[src/rtl/seq_pkg.sv]
// seq_pkg: shared state encoding and serial-link constants for the pattern generator and detector
package seq_pkg;
  typedef enum logic [1:0] {IDLE, SEND, GAP, DONE} seq_state_t;
  localparam int PATTERN_WIDTH = 4;
  localparam logic [3:0] DEFAULT_PATTERN = 4'b1011;
  localparam int GAP_CYCLES = 2;
  localparam int REPEAT_W = 4;
  localparam int GAP_W = 4;
endpackage

[src/rtl/seq_shift_reg.sv]
// seq_shift_reg: parallel-load shift-left register exposing its MSB as the serial tap
module seq_shift_reg #(
  parameter int W = 4
)(
  input  logic         i_clock,
  input  logic         i_reset_n,
  input  logic         i_load,
  input  logic         i_shift,
  input  logic [W-1:0] i_data,
  output logic         o_msb
);
  logic [W-1:0] r_q;
  // load wins over shift so a reload on the last bit starts the next copy cleanly
  always_ff @(posedge i_clock or negedge i_reset_n)
    if (!i_reset_n) r_q <= '0;
    else if (i_load) r_q <= i_data;
    else if (i_shift) r_q <= {r_q[W-2:0], 1'b0};
  assign o_msb = r_q[W-1];
endmodule

[src/rtl/sequence_generator_moore.sv]
// sequence_generator_moore: Moore FSM sending a captured word MSB-first with optional gapped repeats
module sequence_generator_moore import seq_pkg::*; #(
  parameter int PATTERN_WIDTH = seq_pkg::PATTERN_WIDTH,
  parameter logic [PATTERN_WIDTH-1:0] DEFAULT_PATTERN = PATTERN_WIDTH'(seq_pkg::DEFAULT_PATTERN),
  parameter int GAP_CYCLES = seq_pkg::GAP_CYCLES
)(
  input  logic                     i_clock,
  input  logic                     i_reset_n,
  input  logic                     i_start,
  input  logic                     i_use_default,
  input  logic [PATTERN_WIDTH-1:0] i_pattern_in,
  input  logic [REPEAT_W-1:0]      i_repeat_count,
  output logic                     o_sequence_out,
  output logic                     o_bit_valid,
  output logic                     o_busy,
  output logic                     o_done
);
  localparam int CW = $clog2(PATTERN_WIDTH);
  localparam logic [CW-1:0] LAST_BIT = CW'(PATTERN_WIDTH - 1);
  localparam logic [GAP_W-1:0] GAP_LOAD = GAP_W'(GAP_CYCLES > 0 ? GAP_CYCLES - 1 : 0);
  seq_state_t r_state, w_state_nx;
  logic [PATTERN_WIDTH-1:0] r_word, w_word_nx, w_load_word, w_sel;
  logic [CW-1:0] r_bit_cnt, w_bit_nx;
  logic [GAP_W-1:0] r_gap_cnt, w_gap_nx;
  logic [REPEAT_W-1:0] r_reps, w_reps_nx;
  logic w_load, w_shift, w_msb;
  assign w_sel = i_use_default ? DEFAULT_PATTERN : i_pattern_in;
  // state and counter registers; reset aborts any transaction without a done pulse
  always_ff @(posedge i_clock or negedge i_reset_n)
    if (!i_reset_n) begin
      r_state   <= IDLE;
      r_word    <= '0;
      r_bit_cnt <= '0;
      r_gap_cnt <= '0;
      r_reps    <= '0;
    end else begin
      r_state   <= w_state_nx;
      r_word    <= w_word_nx;
      r_bit_cnt <= w_bit_nx;
      r_gap_cnt <= w_gap_nx;
      r_reps    <= w_reps_nx;
    end
  // next-state, counter updates and shift-register control
  always_comb begin
    w_state_nx  = r_state;
    w_word_nx   = r_word;
    w_bit_nx    = r_bit_cnt;
    w_gap_nx    = r_gap_cnt;
    w_reps_nx   = r_reps;
    w_load      = 1'b0;
    w_shift     = 1'b0;
    w_load_word = r_word;
    case (r_state)
      IDLE: if (i_start) begin
        w_state_nx  = SEND;
        w_load      = 1'b1;
        w_load_word = w_sel;
        w_word_nx   = w_sel;
        w_bit_nx    = LAST_BIT;
        w_reps_nx   = i_repeat_count;
      end
      SEND: begin
        w_shift = 1'b1;
        if (r_bit_cnt != '0) w_bit_nx = r_bit_cnt - 1'b1;
        else if (r_reps != '0) begin
          w_load     = 1'b1;
          w_bit_nx   = LAST_BIT;
          w_reps_nx  = r_reps - 1'b1;
          w_gap_nx   = GAP_LOAD;
          w_state_nx = GAP_CYCLES > 0 ? GAP : SEND;
        end else w_state_nx = DONE;
      end
      GAP: begin
        w_gap_nx   = r_gap_cnt == '0 ? r_gap_cnt : r_gap_cnt - 1'b1;
        w_state_nx = r_gap_cnt == '0 ? SEND : GAP;
      end
      default: w_state_nx = IDLE;
    endcase
  end
  seq_shift_reg #(.W(PATTERN_WIDTH)) u_shift (
    .i_clock  (i_clock),
    .i_reset_n(i_reset_n),
    .i_load   (w_load),
    .i_shift  (w_shift),
    .i_data   (w_load_word),
    .o_msb    (w_msb)
  );
  assign o_sequence_out = (r_state == SEND) & w_msb;
  assign o_bit_valid    = r_state == SEND;
  assign o_busy         = r_state != IDLE;
  assign o_done         = r_state == DONE;
endmodule

[config.mk]
export PLATFORM = sky130hd
export DESIGN_NAME = sequence_generator_moore
export DESIGN_NICKNAME = d
export VERILOG_FILES = /design/src/rtl/seq_pkg.sv /design/src/rtl/seq_shift_reg.sv /design/src/rtl/sequence_generator_moore.sv
export SDC_FILE = /design/constraint.sdc
export NUM_CORES = 1
export LEC_CHECK = 0
export CAP_MARGIN = 20
export CELL_PAD_IN_SITES_DETAIL_PLACEMENT = 0
export CELL_PAD_IN_SITES_GLOBAL_PLACEMENT = 1
export CORE_MARGIN = 2
export CORE_UTILIZATION = 43
export CTS_BUF_LIST = sky130_fd_sc_hd__clkbuf_2
export CTS_CLUSTER_DIAMETER = 40
export DETAILED_ROUTE_END_ITERATION = 16
export GPL_ROUTABILITY_DRIVEN = 0
export PLACE_DENSITY_LB_ADDON = 0.1
export SLEW_MARGIN = 20
export SYNTH_ARGS = -nofsm -noshare
export SYNTH_HDL_FRONTEND = slang
export SYNTH_SLANG_ARGS = --single-unit
[constraint.sdc]
create_clock -name i_clock -period 2.2 [get_ports i_clock]
set_input_delay 0.22 -clock i_clock [delete_from_list [all_inputs] [get_ports i_clock]]
set_output_delay 0.22 -clock i_clock [all_outputs]
set_load 0.005 [all_outputs]
==> flow_summary.json, run 1 <==
{
  "vias_per_cell": 5.36,
  "synth-seq-cells": 20,
  "cts-buffers-inserted": 3,
  "maxCapViolCount": 0,
  "r2r_start": "r_reps[0]",
  "synth_top_family_by_area": "simple AND/OR/NAND/NOR gates",
  "core_um2": 2500,
  "fp-row-count": 18,
  "ctsLongestPathBuffers": 2,
  "clock_skew_ns": 0.0183,
  "critical_path.startpoint_type": "flip-flop",
  "layout-drive-gt1-share_pct": 11.6,
  "worst_pin_slew_ns": 0.419,
  "ys_warn_count": 0,
  "synth_compound_area_share_pct": 16.8,
  "tns_ns": 0,
  "design.die.area_um2": 3080,
  "fin_nets": 155,
  "grt_pass1_wl_um": 4110,
  "synth_fa_ha_area_share_pct": 3.29,
  "drc": 0,
  "crit_type": "flip-flop to output pin",
  "p_per_area_nw_per_um2": 1370,
  "io_buffers": 15,
  "n_fill_cell": 257,
  "start_util_pct": 45.6,
  "final_cell_mix": "19 x dfrtp_1, 15 x clkdlybuf4s50_1, 13 x nor2_1",
  "syn-num-nets": 136,
  "arrival_ns": 1.83,
  "diodes": 0,
  "finalSetupViolCount": 0,
  "final_cell_area_um2": 1340,
  "cts_root_buf": "clkbuf_2",
  "wl_um": 2360,
  "overflow": 0,
  "slew_headroom_pct": 72.0,
  "ctsResizeCount": 0,
  "hold_class": "primary input to asynchronous set/reset pin",
  "max_freq_mhz": 488,
  "route.vias.total": 900,
  "grt_pass1_vias": 882,
  "synth_top_area_share_pct": 43.9,
  "wl_per_cell_um": 14.0,
  "crit_fanout": 13,
  "ioPinCount": 16,
  "drtAntennaViolNets": 0,
  "synth_xor_area_share_pct": 1.54,
  "yosysSeqAreaShare_pct": 43.9,
  "fin_hold_ws_ns": 0.196,
  "hpwl_um": 1720,
  "peakVddDrop_uv": 702,
  "status": "complete, no violations",
  "syn_area_per_cell_um2": 9.42,
  "crit_start": "r_state[0]",
  "drv_slew": 0,
  "synth.distinct_cells": 39,
  "synthSimpleGateAreaFrac_pct": 21.3,
  "firstDrtPassIters": 4,
  "post_dp_cell_area_um2": 1330,
  "cp_data_required_time_ns": 1.98,
  "cts_post_setup_buffers_inserted": 0,
  "grt_antenna_before_repair": 0,
  "fin_crit_ns": 2.05,
  "synth_area_um2": 1140,
  "clock_latency_ns": 0.32,
  "cellLeakagePower_nw": 0.616,
  "netlist_instances": 121,
  "die_y_um": 55.5,
  "clk_transition_reported_paths_ns": 0.20,
  "die_w_um": 55.5,
  "synth_top_area_cell": "dfrtp_1",
  "htreeDepth": 1,
  "cts_tree": "done",
  "grt_start_max_net_pins": 21,
  "grt_usage_pct": 16.5,
  "endpoint_kind": "output pin",
  "area_growth_syn_to_layout_pct": 17.8,
  "final_common_cell": "dfrtp_1",
  "synth.area.mux_share_pct": 6.15,
  "dr.first_iter.drc_count": 22,
  "clock-sinks": 20,
  "synth_area_leaders": "dfrtp_1 44%, nor2_1 4.3%, inv_1 4.0%",
  "final.period_utilization_pct": 93.1,
  "rsz0062_at_grt": "no",
  "finalHoldViolCount": 0,
  "cts_hold_buf": 0
}
[power by group]
group	internal (mW)	switching (mW)
clock	0.0372	0.112
combinational	0.502	0.516
sequential	0.544	0.130
[critical path: stages (launching register included)]
cell             delay, ns
dfrtp_2               0.53
nand2b_1              0.12
inv_2                 0.21
and2_1                0.16
clkdlybuf4s50_1       0.50
[Yosys cell counts, drive strengths merged]
cell type and count:
nor2b 1, xor2 2, o21ai 6, a221o 1, nor2 13, o2bb2ai 2, nand3 2, inv 13
and4b 1, nand2 9, o221a 1, or3 1, a21oi 5, ha 3, a311oi 1, buf 5
dfrtp 20, or3b 1, a31oi 2, o21bai 1, nand2b 2, o211ai 1, and2 4, nor3 6
mux2 2, nor3b 2, a21o 3, a211o 2, a311o 2, nand3b 1, or2 1, mux2i 4
nor4 1
[final cells by class]
cell class / count / area (um2) / area share, %
Clock buffer: 3 / 15.0 / 1.12
Sequential cell: 20 / 502 / 37.4
Multi-Input combinational cell: 83 / 559 / 41.7
Timing Repair Buffer: 19 / 180 / 13.4
Tap cell: 30 / 37.5 / 2.80
Inverter: 13 / 48.8 / 3.63
[cell families after synthesis]
family	Yosys count
and+or+nand+nor	45
AOI/OAI and AO/OA	27
DFF	20
buffers and inverters	18
muxes	6
adders and majority gates	3
xor gates and xnor gates	2
[final timing paths]
| kind | depth (start not counted) | slack (ns) | to |
|---|---|---|---|
| worst min-delay path | 2 | 0.20 | r_bit_cnt[0] |
| worst max register to register | 6 | 0.39 | u_shift.r_q[3] |
| worst min register to register | 1 | 0.49 | r_bit_cnt[0] |
| worst max-delay path | 4 | 0.15 | o_sequence_out |
| max in group asynchronous | 2 | 1.77 | r_reps[2] |
| min in group i_clock | 1 | 0.49 | r_bit_cnt[0] |
[routing by layer]
layer  part of all wire [%]  track usage [%]
met1                     51             22.8
met5                      0                0
met2                     44             25.3
met4                    1.4             7.32
met3                    3.6             2.58
[sequential cells by signal (all words and copies together), names as in the netlist]
signal / flops
r_reps: 4
r_state: 2
u_shift.r_q: 4
r_bit_cnt: 2
r_gap_cnt: 4
r_word: 4
[stage by stage]
step           worst slack (ns)  std cells  utilization [%]  power, mW
3_5_place_dp              0.311        165             53.1       1.71
6_report                  0.151        168             53.7       1.84
5_1_grt                  0.0411        168             53.7       2.02
2_1_floorplan             0.567        121                -       1.41
3_3_place_gp              0.318        165             53.1       1.68
4_1_cts                  0.0262        168             53.7       1.86
Note: power is estimated with default switching activity, not from simulation.
==> run 2: changes to the inputs <==
CORE_UTILIZATION = 49   (was 43)
DONT_BUFFER_PORTS = 1   (was default)
SKIP_LAST_GASP = 1   (was default)
==> flow_summary.json, run 2 (synthesis results as in run 1) <==
{
  "firstDrtPassIters": 4,
  "wl_um": 2220,
  "crit_type": "flip-flop to output pin",
  "instances_no_fill": 150,
  "p_int_uw": 987,
  "vias_per_cell": 5.61,
  "final_common_cell": "dfrtp_1",
  "route.vias.total": 841,
  "cpPeakStageDelay_ns": 0.60,
  "die_y_um": 52.2,
  "arrival_ns": 1.68,
  "htreeDepth": 1,
  "maxCapViolCount": 0,
  "fin_nets": 139,
  "diodes": 0,
  "start_util_pct": 51.5,
  "clk_transition_reported_paths_ns": 0.19,
  "critPathSlowestCell": "dfrtp_1",
  "worst_pin_slew_ns": 0.890,
  "critPathTopFamily": "flip-flops",
  "design.die.area_um2": 2730,
  "max_freq_mhz": 527,
  "overflow": 0,
  "p_per_area_nw_per_um2": 1450,
  "grt_start_max_net_pins": 21,
  "cts_hold_buf": 1,
  "critical_path.startpoint_type": "flip-flop",
  "pwr-share-seq_pct": 39.7,
  "p_switching_uw": 733,
  "cts_root_buf": "clkbuf_2",
  "finalSetupViolCount": 0,
  "drv_slew": 0,
  "ctsResizeCount": 0,
  "share_comb_of_total_power_pct": 51.7,
  "layout-drive-gt1-share_pct": 10.7,
  "switching_share_pct": 42.6,
  "cp_data_required_time_ns": 1.98,
  "crit_fanout": 13,
  "tns_ns": 0,
  "peakVddDrop_uv": 659,
  "crit_buf_inv": 1,
  "endpoint_kind": "output pin",
  "fin_crit_ns": 1.90,
  "ctsLongestPathBuffers": 2,
  "final_cell_mix": "20 x dfrtp_1, 13 x nor2_1, 12 x inv_1",
  "dp.cells": 146,
  "wl_per_cell_um": 14.8,
  "area_growth_syn_to_layout_pct": 3.84,
  "setup_ws_ns": 0.303,
  "grt_antenna_before_repair": 0,
  "drc": 0,
  "clkPwrFrac_pct": 8.6,
  "clock_latency_ns": 0.31,
  "crit_chain": "nand2b_1 > inv_2 > and2_1",
  "clock_skew_ns": 0.0121,
  "ioPinCount": 16,
  "final.period_utilization_pct": 86.2,
  "post-place-ws_ns": 0.461,
  "grt_pass1_wl_um": 3860,
  "drtAntennaViolNets": 0,
  "hpwl_um": 1660,
  "cts_tree": "done",
  "clock-sinks": 20,
  "grt_usage_pct": 19.8,
  "cellLeakagePower_nw": 0.553,
  "hold_class": "primary input to flip-flop",
  "cts_post_setup_buffers_inserted": 0,
  "finalHoldViolCount": 0,
  "die_w_um": 52.2,
  "core_um2": 2210,
  "grt_pass1_vias": 808,
  "fp-row-count": 17,
  "slew_headroom_pct": 40.5,
  "rsz0062_at_grt": "no",
  "dr.first_iter.drc_count": 12,
  "cts-buffers-inserted": 3,
  "io_buffers": 0,
  "status": "complete, no violations"
}
[run 2: cell types whose count changed in the layout (fill, tap and decap cells not counted), sizes merged]
cell,change
dlygate4sd3,+1
clkdlybuf4s50,-15
buf,-2
[run 2: stage by stage]
step           area [um2]  hold WS [ns]  util (%)  total power [mW]
5_1_grt              1180        0.0228      53.5              1.90
6_report             1180        0.0481      53.5              1.72
3_5_place_dp         1160       -0.0750      52.4              1.58
4_1_cts              1180        0.0365      53.5              1.74
2_1_floorplan        1140       -0.0756         -              1.41
3_3_place_gp         1160       -0.0751      52.4              1.56
[run 2: final timing paths]
path	startpoint	end	slack [ns]	cells after the start
setup / recovery	r_state[0]	o_sequence_out	0.30	3
hold / removal	i_repeat_count[0]	r_reps[0]	0.05	1
setup reg to reg	r_bit_cnt[0]	r_reps[0]	0.42	6
hold reg to reg	u_shift.r_q[3]	u_shift.r_q[3]	0.54	1
max in group asynchronous	i_reset_n	r_reps[2]	1.21	1
min in group asynchronous	i_reset_n	r_bit_cnt[1]	0.44	1
[run 2: final cells by class]
| type | count | area [um2] |
|---|---|---|
| clock buffers | 3 | 15.0 |
| fillers | 239 | 1030 |
| inverters | 13 | 48.8 |
| multi-input cells | 83 | 559 |
| flip-flops and latches | 20 | 500 |
| well taps | 28 | 35.0 |
| repair buffers | 3 | 25.0 |
[run 2: power groups by stage]
stage	clock [mW]	sequential [mW]	combinational, mW
final	0.149	0.682	0.890
after global placement	0	0.689	0.869
after detailed placement	0	0.691	0.889
after CTS	0.154	0.682	0.903
after floorplan	0	0.635	0.776
after global routing	0.168	0.711	1.02
[run 2: routing by layer]
layer	global-route usage, %	routed length, um
met1	27.5	1070
met3	4.86	134
met5	0	0
met4	8.97	32
met2	29.1	984
==> run 3: changes to the inputs <==
CTS_BUF_LIST = sky130_fd_sc_hd__clkbuf_8   (was sky130_fd_sc_hd__clkbuf_2)
HOLD_SLACK_MARGIN = 0.02   (was default)
==> flow_summary.json, run 3 (synthesis results as in run 1) <==
{
  "route.vias.total": 845,
  "setup_ws_ns": 0.382,
  "cts_hold_buf": 1,
  "hp-start": "i_repeat_count[0]",
  "instances_no_fill": 150,
  "cpPeakStageDelay_ns": 0.56,
  "final.period_utilization_pct": 82.6,
  "cellLeakagePower_nw": 0.562,
  "hpwl_um": 1660,
  "cts_post_setup_buffers_inserted": 0,
  "critPathSlowestCell": "dfrtp_1",
  "final_cell_mix": "20 x dfrtp_1, 13 x nor2_1, 12 x inv_1",
  "grt_pass1_vias": 798,
  "crit_chain": "nand2b_1 > inv_2 > and2_1",
  "fin_nets": 139,
  "status": "complete, no violations",
  "finalSetupViolCount": 0,
  "crit_buf_inv": 1,
  "vias_per_cell": 5.63,
  "crit_start": "r_state[0]",
  "dp.cells": 146,
  "endpoint_kind": "output pin",
  "clock-sinks": 20,
  "design.die.area_um2": 2730,
  "grt_usage_pct": 19.5,
  "final_common_cell": "dfrtp_1",
  "fin_hold_ws_ns": 0.108,
  "critical_path.startpoint_type": "flip-flop",
  "worst_pin_slew_ns": 0.902,
  "clk_transition_reported_paths_ns": 0.07,
  "ctsResizeCount": 0,
  "cp_data_required_time_ns": 1.98,
  "cts_root_buf": "clkbuf_8",
  "die_w_um": 52.2,
  "clock_skew_ns": 0.00133,
  "slew_headroom_pct": 39.7,
  "htreeDepth": 1,
  "overflow": 0,
  "dr.first_iter.drc_count": 22,
  "grt_start_max_net_pins": 21,
  "post-place-ws_ns": 0.461,
  "fp-row-count": 17,
  "rsz0062_at_grt": "no",
  "tns_ns": 0,
  "wl_um": 2270,
  "ioPinCount": 16,
  "clock_latency_ns": 0.26,
  "crit_fanout": 13,
  "area_growth_syn_to_layout_pct": 6.15,
  "diodes": 0,
  "firstDrtPassIters": 4,
  "critPathTopFamily": "flip-flops",
  "fin_crit_ns": 1.82,
  "r2r_start": "r_bit_cnt[0]",
  "hold_class": "primary input to flip-flop",
  "io_buffers": 0,
  "core_um2": 2210,
  "cts-buffers-inserted": 3,
  "finalHoldViolCount": 0,
  "wl_per_cell_um": 15.1,
  "die_y_um": 52.2,
  "grt_antenna_before_repair": 0,
  "drc": 0,
  "drv_slew": 0,
  "max_freq_mhz": 550,
  "cts_tree": "done",
  "grt_pass1_wl_um": 3820,
  "maxCapViolCount": 0,
  "arrival_ns": 1.60,
  "peakVddDrop_uv": 794,
  "p_per_area_nw_per_um2": 1510,
  "drtAntennaViolNets": 0,
  "layout-drive-gt1-share_pct": 10.7,
  "n_fill_cell": 240,
  "ctsLongestPathBuffers": 2,
  "crit_type": "flip-flop to output pin",
  "start_util_pct": 51.5
}
## run 3: changes by cell type in the layout (fill, tap and decap cells not counted)
cell	change
clkbuf_8	+3
clkbuf_2	-3
## run 3: final timing paths
kind	end	slack [ns]	cells past startpoint
min reg2reg	r_word[0]	0.52	2
max	o_sequence_out	0.38	3
max reg2reg	r_reps[0]	0.44	6
min in group asynchronous	r_bit_cnt[1]	0.53	1
max in group asynchronous	r_gap_cnt[1]	1.12	1
min	r_reps[0]	0.11	1
## run 3: report_power, final
group	leakage (nW)	switching [mW]	internal [mW]
sequential	0.238	0.143	0.545
combinational	0.302	0.488	0.408
clock	0.0216	0.117	0.122
total	0.562	0.748	1.08
## run 3: metal layers
layer	GRT usage, %	vias to the layer above	wire length, um
met2	29.3	20	997
met1	27.0	404	1110
li1	-	419	-
met4	8.97	0	29
met5	0	-	0
met3	4.00	2	123
## run 3: per-stage QoR
stage	util, %	cell area (um2)	total power, mW
2_1_floorplan	-	1140	1.41
3_3_place_gp	52.4	1160	1.56
3_5_place_dp	52.4	1160	1.58
4_1_cts	54.7	1210	1.84
5_1_grt	54.7	1210	1.99
6_report	54.7	1210	1.82
## run 3: area by class of cell
class	count	area (um2)	area share, %
clock buffers	3	41.3	3.41
inverters	13	48.8	4.03
multi-input cells	83	559	46.2
flip-flops and latches	20	500	41.4
well taps	28	35.0	2.90
repair buffers	3	25.0	2.07
